==> src/rtl/cnt_burst_sched.sv <==
// Round-robin owner of a shared counter: grants one requester, clears, counts len cycles, pulses done.
// Latency: grant 1 cycle after IDLE sees a request, done at len+2; requests are held off (ignored) while busy.
module cnt_burst_sched #(
    parameter int NUM_REQ   = 4,
    parameter int CNT_WIDTH = 4
) (
    input  logic                         sch_clk,
    input  logic                         sch_rst_n,
    input  logic [NUM_REQ-1:0]           sch_req,
    input  logic [NUM_REQ*CNT_WIDTH-1:0] sch_len,
    input  logic [CNT_WIDTH-1:0]         sch_cnt_i,
    output logic [NUM_REQ-1:0]           sch_grant,
    output logic                         sch_cnt_en,
    output logic                         sch_cnt_clr_n,
    output logic                         sch_busy,
    output logic                         sch_done
);

    localparam int PTR_W = $clog2(NUM_REQ);

    typedef enum logic [1:0] {IDLE, CLEAR, RUN, DONE} state_t;

    state_t               state_q;
    logic [NUM_REQ-1:0]   grant_q, grant_d;
    logic [CNT_WIDTH-1:0] len_q, len_d;
    logic [PTR_W-1:0]     ptr_q, gidx_q, gidx_d, cand;
    logic                 req_vld;
    logic                 en_q, clr_n_q, busy_q, done_q;

    // Search upward from ptr+1 with wrap; the first hit wins.
    always_comb begin
        req_vld = 1'b0;
        gidx_d  = '0;
        cand    = '0;
        for (int k = 1; k <= NUM_REQ; k++) begin
            cand = PTR_W'((int'(ptr_q) + k) % NUM_REQ);
            if (!req_vld && sch_req[cand]) begin
                req_vld = 1'b1;
                gidx_d  = cand;
            end
        end
        grant_d = '0;
        grant_d[gidx_d] = 1'b1;
        len_d   = sch_len[gidx_d*CNT_WIDTH +: CNT_WIDTH];
    end

    always_ff @(posedge sch_clk) begin
        if (!sch_rst_n) begin
            state_q <= IDLE;
            grant_q <= '0;
            len_q   <= '0;
            gidx_q  <= '0;
            ptr_q   <= PTR_W'(NUM_REQ - 1);
            en_q    <= 1'b0;
            clr_n_q <= 1'b1;
            busy_q  <= 1'b0;
            done_q  <= 1'b0;
        end else begin
            case (state_q)
                IDLE: begin
                    if (req_vld) begin
                        state_q <= CLEAR;
                        grant_q <= grant_d;
                        len_q   <= len_d;
                        gidx_q  <= gidx_d;
                        busy_q  <= 1'b1;
                        clr_n_q <= 1'b0;
                    end
                end
                CLEAR: begin
                    clr_n_q <= 1'b1;
                    if (len_q == '0) begin
                        state_q <= DONE;
                        done_q  <= 1'b1;
                    end else begin
                        state_q <= RUN;
                        en_q    <= 1'b1;
                    end
                end
                RUN: begin
                    // Leave one count early: the final enabled edge lands the counter on len_q.
                    if (sch_cnt_i == CNT_WIDTH'(len_q - 1'b1)) begin
                        state_q <= DONE;
                        en_q    <= 1'b0;
                        done_q  <= 1'b1;
                    end
                end
                DONE: begin
                    state_q <= IDLE;
                    done_q  <= 1'b0;
                    busy_q  <= 1'b0;
                    grant_q <= '0;
                    ptr_q   <= gidx_q;
                end
                default: state_q <= IDLE;
            endcase
        end
    end

    assign sch_grant     = grant_q;
    assign sch_cnt_en    = en_q;
    assign sch_cnt_clr_n = clr_n_q;
    assign sch_busy      = busy_q;
    assign sch_done      = done_q;

endmodule

==> config.mk <==
export PLATFORM = sky130hd
export DESIGN_NAME = cnt_burst_sched
export DESIGN_NICKNAME = d
export VERILOG_FILES = /design/src/rtl/cnt_burst_sched.sv
export SDC_FILE = /design/constraint.sdc
export NUM_CORES = 1
export LEC_CHECK = 0
export CAP_MARGIN = 15
export CORE_MARGIN = 2
export CORE_UTILIZATION = 47
export DETAILED_ROUTE_END_ITERATION = 10
export GPL_TIMING_DRIVEN = 0
export PLACE_DENSITY = 0.79
export SETUP_SLACK_MARGIN = 0.2
export SYNTH_ARGS = -nofsm -noshare
export SYNTH_HDL_FRONTEND = slang
export SYNTH_SLANG_ARGS = --single-unit
==> constraint.sdc <==
create_clock -name sch_clk -period 2 [get_ports sch_clk]
set_clock_uncertainty 0.1 [all_clocks]
set_input_delay 0.4 -clock sch_clk [delete_from_list [all_inputs] [get_ports sch_clk]]
set_output_delay 0.4 -clock sch_clk [all_outputs]
set_load 0.03 [all_outputs]
# Yosys cells after proc, flatten, opt, wreduce, memory -nomap -nowiden
# Cells that the tools add are included.
# totals
ff_bits,18
input_bits,26
out_inout_bits,8
word_cells,82
# classes
n_addsub,5
magnitude_cmp,6
n_eq_ne,8
shifts,1
mux,34
n_reduce_logical,19
# ops
cell,count
1-bit 2-to-1 mux,16
16-bit by 5-bit indexed part select with 4-bit output,1
"2-bit by 3-bit less-than comparator with 1-bit output, second input constant",5
2-bit 2-to-1 mux,6
1-bit binary-select mux with 2-bit select,4
"2-bit inequality test, second input constant",4
2-bit one-hot mux with 4 select lines,1
4-bit one-hot mux with 2 select lines,1
2-bit AND reduction,4
1-bit one-hot mux with 2 select lines,3
3-bit AND reduction,2
2-bit nonzero test,3
"2-bit by 1-bit adder with 2-bit output, second input constant",2
"2-bit adder, second input constant",2
"2-bit equality test, second input constant",2
4-bit equality test,1
1-bit logical AND,4
4-bit zero test,1
4-bit 2-to-1 mux,1
"4-bit by 1-bit subtractor with 4-bit output, second input constant",1
1-bit zero test,3
1-bit one-hot mux with 3 select lines,1
3-bit nonzero test,1
1-bit demux with 2-bit select,1
3 further kinds,3

# Longest topological paths before layout
# Gate-level depths: netlist of the first run.
# logic_depth
word_depth,19
depth_mapped,7
depth_no_buf,7

# Worst setup path after synthesis of the first run
# No wires, ideal clock.
# synth_timing
path_kind,flip-flop to flip-flop
from,register len_q[0]
to,register state_q[0]
setup_time_ns,0.122
arrival_time_ns,1.567
slack_ns,0.211
path_stages_with_launch,7
path_buffers,0
synth_period_minus_slack_ns,1.789
path_cell_list,dfxtp_1 > inv_1 > ha_1 > xnor2_1 > a211oi_1 > a31oi_2 > o311a_1
# synth_between
elab_chain_cells,4
elab_cells_between_ends,7
classes_between,add/sub (1); eq/ne (2); mux (2); reduce/logical (2)
# synth_lines
item,line_no,rtl
start: declaration,25,"logic [CNT_WIDTH-1:0] len_q, len_d;"
start signal: assignment,64,len_q <= len_d;
4-bit by 1-bit subtractor with 4-bit output,82,if (sch_cnt_i == CNT_WIDTH'(len_q - 1'b1)) begin
4-bit equality test,82,
2-bit inequality test (no source line),-,
2-bit AND reduction (no source line),-,
end signal: assignment,83,state_q <= DONE;
end signal: assignment,89,state_q <= IDLE;
end signal: assignment,95,default: state_q <= IDLE;
end: declaration,23,state_t state_q;
# Several ways; a longest one is shown, not always the timed one.
# A chain may end at the register's enable or synchronous reset.

# Worst setup path in the final report of the first run
# layout_timing
from,register len_q[1]
to,register state_q[0]
# The elaborated chain is that of the path after synthesis.

==> results of run 1 <==
[how the worst min path moves through the flow]
stage | depth (start not counted) | startpoint | endpoint
global placement | 2 | sch_done$_SDFFE_PN0P_ | sch_done$_SDFFE_PN0P_
finish | 2 | sch_done$_SDFFE_PN0P_ | sch_done$_SDFFE_PN0P_
detailed placement | 2 | sch_done$_SDFFE_PN0P_ | sch_done$_SDFFE_PN0P_
global route | 2 | sch_done$_SDFFE_PN0P_ | sch_done$_SDFFE_PN0P_
floorplan | 2 | gidx_q[1]$_SDFFE_PN0P_ | ptr_q[1]$_SDFFE_PN1P_
CTS | 2 | sch_done$_SDFFE_PN0P_ | sch_done$_SDFFE_PN0P_
[worst max-delay path: cells and delay by family (launching register included)]
family	cells	cell delay, ns
flip-flops	1	0.34
AO/OA/AOI/OAI	3	0.80
XOR/XNOR	1	0.15
adder cells (fa/ha/maj)	1	0.22
buffers and inverters	1	0.04
[synthesized netlist by cell type]
library cell  instances  area, µm²
nand2_4               1       11.3
inv_1                10       37.5
and2b_1               1       7.51
a21o_2                1       8.76
o21ai_1               4       20.0
or2b_1                1       7.51
and3_4                1       11.3
a311oi_1              1       8.76
o21ai_0               5       25.0
nor3_1                1       5.00
a21oi_1               6       30.0
xnor2_1               4       35.0
nand2_1               5       18.8
nand3_1               3       15.0
dfxtp_1              18        360
mux2i_1               7       70.1
a31oi_2               1       12.5
a311o_2               1       11.3
or2_1                 1       6.26
a31oi_1               4       25.0
xor2_1                2       17.5
ha_1                  6       75.1
nand2b_1              6       37.5
o21ai_2               1       8.76
nor4_2                1       12.5
a32oi_1               4       35.0
buf_8                 1       15.0
nor2_1               13       48.8
a221oi_2              1       15.0
or2_2                 1       6.26
a211oi_2              8        100
a21bo_2               1       10.0
clkbuf_1              1       3.75
nor3b_1               1       7.51
o311a_1               1       10.0
nand4bb_1             1       11.3
nor2_4                1       11.3
a211oi_1              2       15.0
[final cells by class]
class	instances	area, µm²	share of cell area
Multi-Input combinational cell	98	815	0.490
Timing Repair Buffer	39	367	0.220
Sequential cell	18	365	0.220
Inverter	10	37.5	0.0226
Tap cell	30	37.5	0.0226
Clock buffer	3	22.5	0.0135
Buffer	2	18.8	0.0113
[flip-flops by register name, indices dropped and copies added, names as in the netlist]
name and flops:
gidx_q 2, len_q 4, ptr_q 2, sch_busy 1, sch_cnt_clr_n 1, sch_cnt_en 1, sch_done 1, sch_grant 4
state_q 2
[power by group]
group	total, mW	switching [mW]	internal (mW)	leakage (nW)
logic	1.35	0.737	0.616	0.516
clock network	0.179	0.108	0.0702	0.0138
registers	0.591	0.0987	0.492	0.150
[per-layer routing]
layer / wire length [µm] / vias up / track usage
met5: 0 / - / 0
met4: 19 / 0 / 0.0897
met3: 141 / 3 / 0.0444
met2: 1560 / 33 / 0.390
met1: 1240 / 511 / 0.271
li1: - / 553 / -
[kinds of logic (layout without fill, tap and decap cells)]
group / count (synthesis) / after routing / share of synthesized area
flops: 18 / 18 / 0.309
buf+inv: 12 / 54 / 0.0482
fa+ha+maj: 6 / 6 / 0.0643
xor+xnor: 6 / 6 / 0.0450
compound gates: 41 / 41 / 0.287
mux: 7 / 7 / 0.0600
simple gates: 38 / 38 / 0.187
[stage by stage]
| step | hold slack (ns) | power, mW | instance area [µm²] | worst slack [ns] | setup TNS (ns) |
|---|---|---|---|---|---|
| 5_1_grt | 0.388 | 2.28 | 1660 | 0.173 | 0 |
| 2_1_floorplan | 0.345 | 1.40 | 1170 | 0.211 | 0 |
| 6_report | 0.363 | 2.12 | 1660 | 0.222 | 0 |
| 3_5_place_dp | 0.357 | 1.71 | 1540 | -0.327 | -3.55 |
| 4_1_cts | 0.373 | 1.94 | 1590 | 0.178 | 0 |
| 3_3_place_gp | 0.348 | 1.67 | 1540 | -0.303 | -3.05 |
[what timing repair did]
action                     CTS  global route
hold buffers                 0             0
pin swaps                    3             6
resized for setup           17            15
setup endpoints to repair   22            10
buffers inserted             4             2
==> impl_results.md, run 1 <==
* CP startpoint: len_q[1]$_SDFFE_PN0P_
* Die Width at 53.8 µm
* Vias in the first global route at 1,085
* GRT Util Overall at 0.225
* Starting Density at 0.484
* Yosys Warn Count at 0
* Post-route DRC at 0
* Largest net degree at the start of global routing at 11
* Layout Utilization at 0.690
* Relative slew slack at 0.706
* Final Hold Vio Count at 0
* Clk sinks at 18
* CP cell instances: inv_2, ha_4, xnor2_1, a211oi_2, a31oi_4, o311a_1
* RSZ-0062 raised after global routing: true
* Ant. Diodes at 0
* Fin cells at 200
* Synthesized area at 0.00117 mm²
* Worst EP arrival at 1.87 ns
* Critical Path Sink: state_q[0]$_SDFFE_PN0P_
* IO Port Bufs at 33
* Fmax at 0.562 GHz
* Standard-cell row count at 18
* Syn nets at 160
* Tcrit/Tclk final at 0.889
* Grt total ovfl at 0
* Initial DRC Count at 37
* Worst VDD drop at 0.852 mV
* Worst Setup End Kind: register
* Worst r2r path cells at 6
* Final net count at 204
* Maxcap violations at 0
* Min-Delay Path Class: register to register
* RD Place Congestion at 0.781
* Vias per cell at 5.50
* Measured slew at the worst slew-check pin at 0.441 ns
* Drt pass-1 iters at 4
* Worst-path clk slew at 0.10 ns
* Power per cell area at 1280 mW/mm²
* CP Launch Type: register
* WL per Instance at 14.8 µm
* Initial antenna violation count at 0
* Flops & latches, synth at 18
* Via count at 1,100
* Die height at 53.8 µm
* Yosys cell types at 38
* Htree depth at 1
* Worst r2r dst: state_q[0]$_SDFFE_PN0P_
* DIE AREA at 0.00290 mm²
* Dpl hpwl at 2160 µm
* Setup CP Type: register to register
* CTS tree: done
* Final Max Tran Viols at 0
* Worst-path fanout max at 4
* Status: completed
* Final WL at 2960 µm
* Total core area at 0.00241 mm²
* Area growth from synthesis to layout at 42.4%
* Total CTS buffers at 3
* CTS Root Cell: clkbuf_4
* Sequential share of the synthesized area at 0.309
* Crit-path slowest cell: o311a_1
* Highest-count cells in the layout ignoring fill and taps: clkdlybuf4s50_1 (19), dfxtp_1 (14), nor2_1 (12)
* Boundary Pins at 34
* Fillers at 201
* Most common cell after layout, fill and taps aside: clkdlybuf4s50_1
* Post-synthesis average cell area at 9.12 µm²
* Worst-Skew Late Latency at 0.29 ns
* Min Tclk post-route at 1.78 ns
* Reg-to-reg critical path startpoint: len_q[1]$_SDFFE_PN0P_
* Pleak at 0.680 nW
* Antenna Nets Post-Route at 0
* Critical path's largest stage delay at 0.36 ns
* Final setup vio count at 0
* First-pass GRT wire length at 4690 µm
* Cells after Synth at 128
* Layout cell share with drive strength beyond 1 at 0.253
* Reg2reg setup slack at 0.22 ns
* Post-placement cell count at 191
* Longest Clk Path Bufs at 2
* Critical Path RT at 2.09 ns
(Power assumes the default switching activity.)
==> inputs of run 2 (changes only) <==
--- a/config.mk
+++ b/config.mk
@@ -5,12 +5,13 @@
 export SDC_FILE = /design/constraint.sdc
 export NUM_CORES = 1
 export LEC_CHECK = 0
+export ABC_AREA = 1
 export CAP_MARGIN = 15
 export CORE_MARGIN = 2
-export CORE_UTILIZATION = 47
+export CORE_UTILIZATION = 48
 export DETAILED_ROUTE_END_ITERATION = 10
 export GPL_TIMING_DRIVEN = 0
-export PLACE_DENSITY = 0.79
+export PLACE_DENSITY = 0.82
 export SETUP_SLACK_MARGIN = 0.2
 export SYNTH_ARGS = -nofsm -noshare
 export SYNTH_HDL_FRONTEND = slang
==> run 2 against run 1 <==
Sequential power grew 4.4%; wire length grew 19%; critical path depth increased by 8; worst hold slack gained 0.010 ns; first-iteration DRC count shrank 2.7%; combinational power grew 47%; register-to-register slack got worse by 0.10 ns.
==> impl_results.md, run 2 <==
* Status: completed
* CTS tree: done
* Worst-path clk slew at 0.10 ns
* Worst EP arrival at 1.97 ns
* Pleak at 0.958 nW
* Standard-cell row count at 18
* IO Port Bufs at 33
* Final Max Tran Viols at 0
* Post-placement cell count at 257
* Boundary Pins at 34
* Multi-input logic area at 0.00101 mm²
* Longest Clk Path Bufs at 2
* Via count at 1,492
* WHS Path Cells at 2
* Setup CP Type: register to register
* Grt total ovfl at 0
* Tcrit/Tclk final at 0.940
* Setup ws final at 0.121 ns
* Final WL at 3510 µm
* Clk sinks at 18
* Measured slew at the worst slew-check pin at 0.345 ns
* Die height at 55.9 µm
* Maxcap violations at 0
* Worst r2r path cells at 14
* DP Worst Slack at -0.276 ns
* Final Hold Vio Count at 0
* Min-Delay Path Class: register to register
* Relative slew slack at 0.769
* Sequential share of the synthesized area at 0.279
* Syn nets at 226
* Total CTS buffers at 3
* CTS Root Cell: clkbuf_4
* Count leader, synth: nand2_1
* Flops & latches, synth at 18
* Layout cell share with drive strength beyond 1 at 0.342
* Overall power at 2.77 mW
* Starting Density at 0.512
* GRT Util Overall at 0.197
* Ant. Diodes at 0
* Dpl hpwl at 2170 µm
* Antenna Nets Post-Route at 0
* Top cells by area, synth: dfxtp_1 (28%), nand2_1 (13%), nand3_1 (7.8%), ha_1 (5.8%), inv_1 (5.5%)
* Htree depth at 1
* Critical Path RT at 2.09 ns
* First-pass GRT wire length at 5040 µm
* Synth cell count leaders: nand2_1 (46), nand3_1 (20), inv_1 (19), dfxtp_1 (18)
* Most common cell after layout, fill and taps aside: nand2_1
* DIE AREA at 0.00312 mm²
* Worst hold slack at 0.373 ns
* Cell accounting for the most synthesized area: dfxtp_1
* RSZ-0062 raised after global routing: true
* Worst Setup End Kind: register
* Worst-Skew Late Latency at 0.29 ns
* Vias per cell at 5.47
* Register area at 370 µm²
* Highest-count cells in the layout ignoring fill and taps: nand2_1 (31), clkdlybuf4s50_1 (21), inv_1 (17)
* Final net count at 277
* Worst VDD drop at 1.06 mV
* Cells after Synth at 194
* Post-synth ARST share at 0
* Synthesized area at 0.00129 mm²
* Min Tclk post-route at 1.88 ns
* Post-synthesis average cell area at 6.66 µm²
* WL per Instance at 12.9 µm
* Die Width at 55.9 µm
* Initial DRC Count at 36
* Synth Flop Type: dfxtp_1
* CP Launch Type: register
* Final setup vio count at 0
* Initial antenna violation count at 0
* Largest net degree at the start of global routing at 11
* Fin cells at 273
* Hold Buf Count CTS at 0
* Power per cell area at 1400 mW/mm²
* Post-synth EDFFs at 0
* Worst-path fanout max at 6
* Post-route DRC at 0
* Drt pass-1 iters at 4
* Layout Utilization at 0.787
* Vias in the first global route at 1,248
* Fmax at 0.532 GHz
* Yosys cell types at 28
* Fillers at 176
* Synth top area share at 0.279
* Area growth from synthesis to layout at 53.7%
* Total core area at 0.00252 mm²
* RD Place Congestion at 0.834
* Yosys Warn Count at 0
==> run 2: what timing repair did <==
| action | 4_1_cts | 5_1_grt |
|---|---|---|
| pin swaps | 18 | 12 |
| resized for setup | 46 | 34 |
| setup buffers | 6 | 5 |
| endpoints found under the setup margin | 19 | 17 |
| gates cloned | 1 | 1 |
==> run 2: power by group <==
group	switching, mW	internal, mW
clock network	0.107	0.0702
registers	0.111	0.507
logic	1.17	0.802
==> run 2: cells by family after synthesis <==
group                    Yosys count  synth area share
AND/OR/NAND/NOR                  109             0.419
AO/OA/AOI/OAI                     29             0.119
buffers and inverters             27            0.0911
flip-flops                        18             0.279
adder cells (fa/ha/maj)            6            0.0581
XOR/XNOR                           5            0.0339
==> run 2: through the flow <==
| stage | cell area [µm²] | setup TNS [ns] |
|---|---|---|
| 6_report | 1980 | 0 |
| 5_1_grt | 1980 | 0 |
| 4_1_cts | 1840 | 0 |
| 3_5_place_dp | 1660 | -2.47 |
| 3_3_place_gp | 1660 | -2.39 |
| 2_1_floorplan | 1290 | 0 |
==> run 2: area by class of cell <==
cell class              instances  share of cell area
multi-input cells             150               0.509
repair buffers                 45               0.208
flip-flops and latches         18               0.187
plain buffers                   3              0.0151
well taps                      30              0.0189
inverters                      24              0.0511
clock buffers                   3              0.0113
==> run 2: path summary, 6_finish.rpt <==
check | end | slack (ns) | start
hold / removal | sch_grant[1]$_SDFFE_PN0P_ | 0.37 | sch_grant[1]$_SDFFE_PN0P_
setup reg to reg | len_q[2]$_SDFFE_PN0P_ | 0.12 | ptr_q[1]$_SDFFE_PN1P_
setup / recovery | len_q[2]$_SDFFE_PN0P_ | 0.12 | ptr_q[1]$_SDFFE_PN1P_
hold reg to reg | sch_grant[1]$_SDFFE_PN0P_ | 0.37 | sch_grant[1]$_SDFFE_PN0P_
==> run 2: worst max-delay path, stage by stage (launching register included) <==
cell and delay, ns:
dfxtp_4 0.42, inv_4 0.07, nand2_1 0.09, nand2_2 0.08
nand2_4 0.09, nand2_4 0.06, nor2_4 0.13, nand3_4 0.11
nand2_4 0.11, nand2_4 0.07, buf_6 0.13, nand3_1 0.09
nand2_1 0.08, nor2_2 0.10, nor2_1 0.04
==> run 2: layer usage <==
metal,wire length [µm],track usage
met1,1520,0.249
met3,121,0.0140
met4,110,0.0884
met2,1760,0.342
met5,0,0
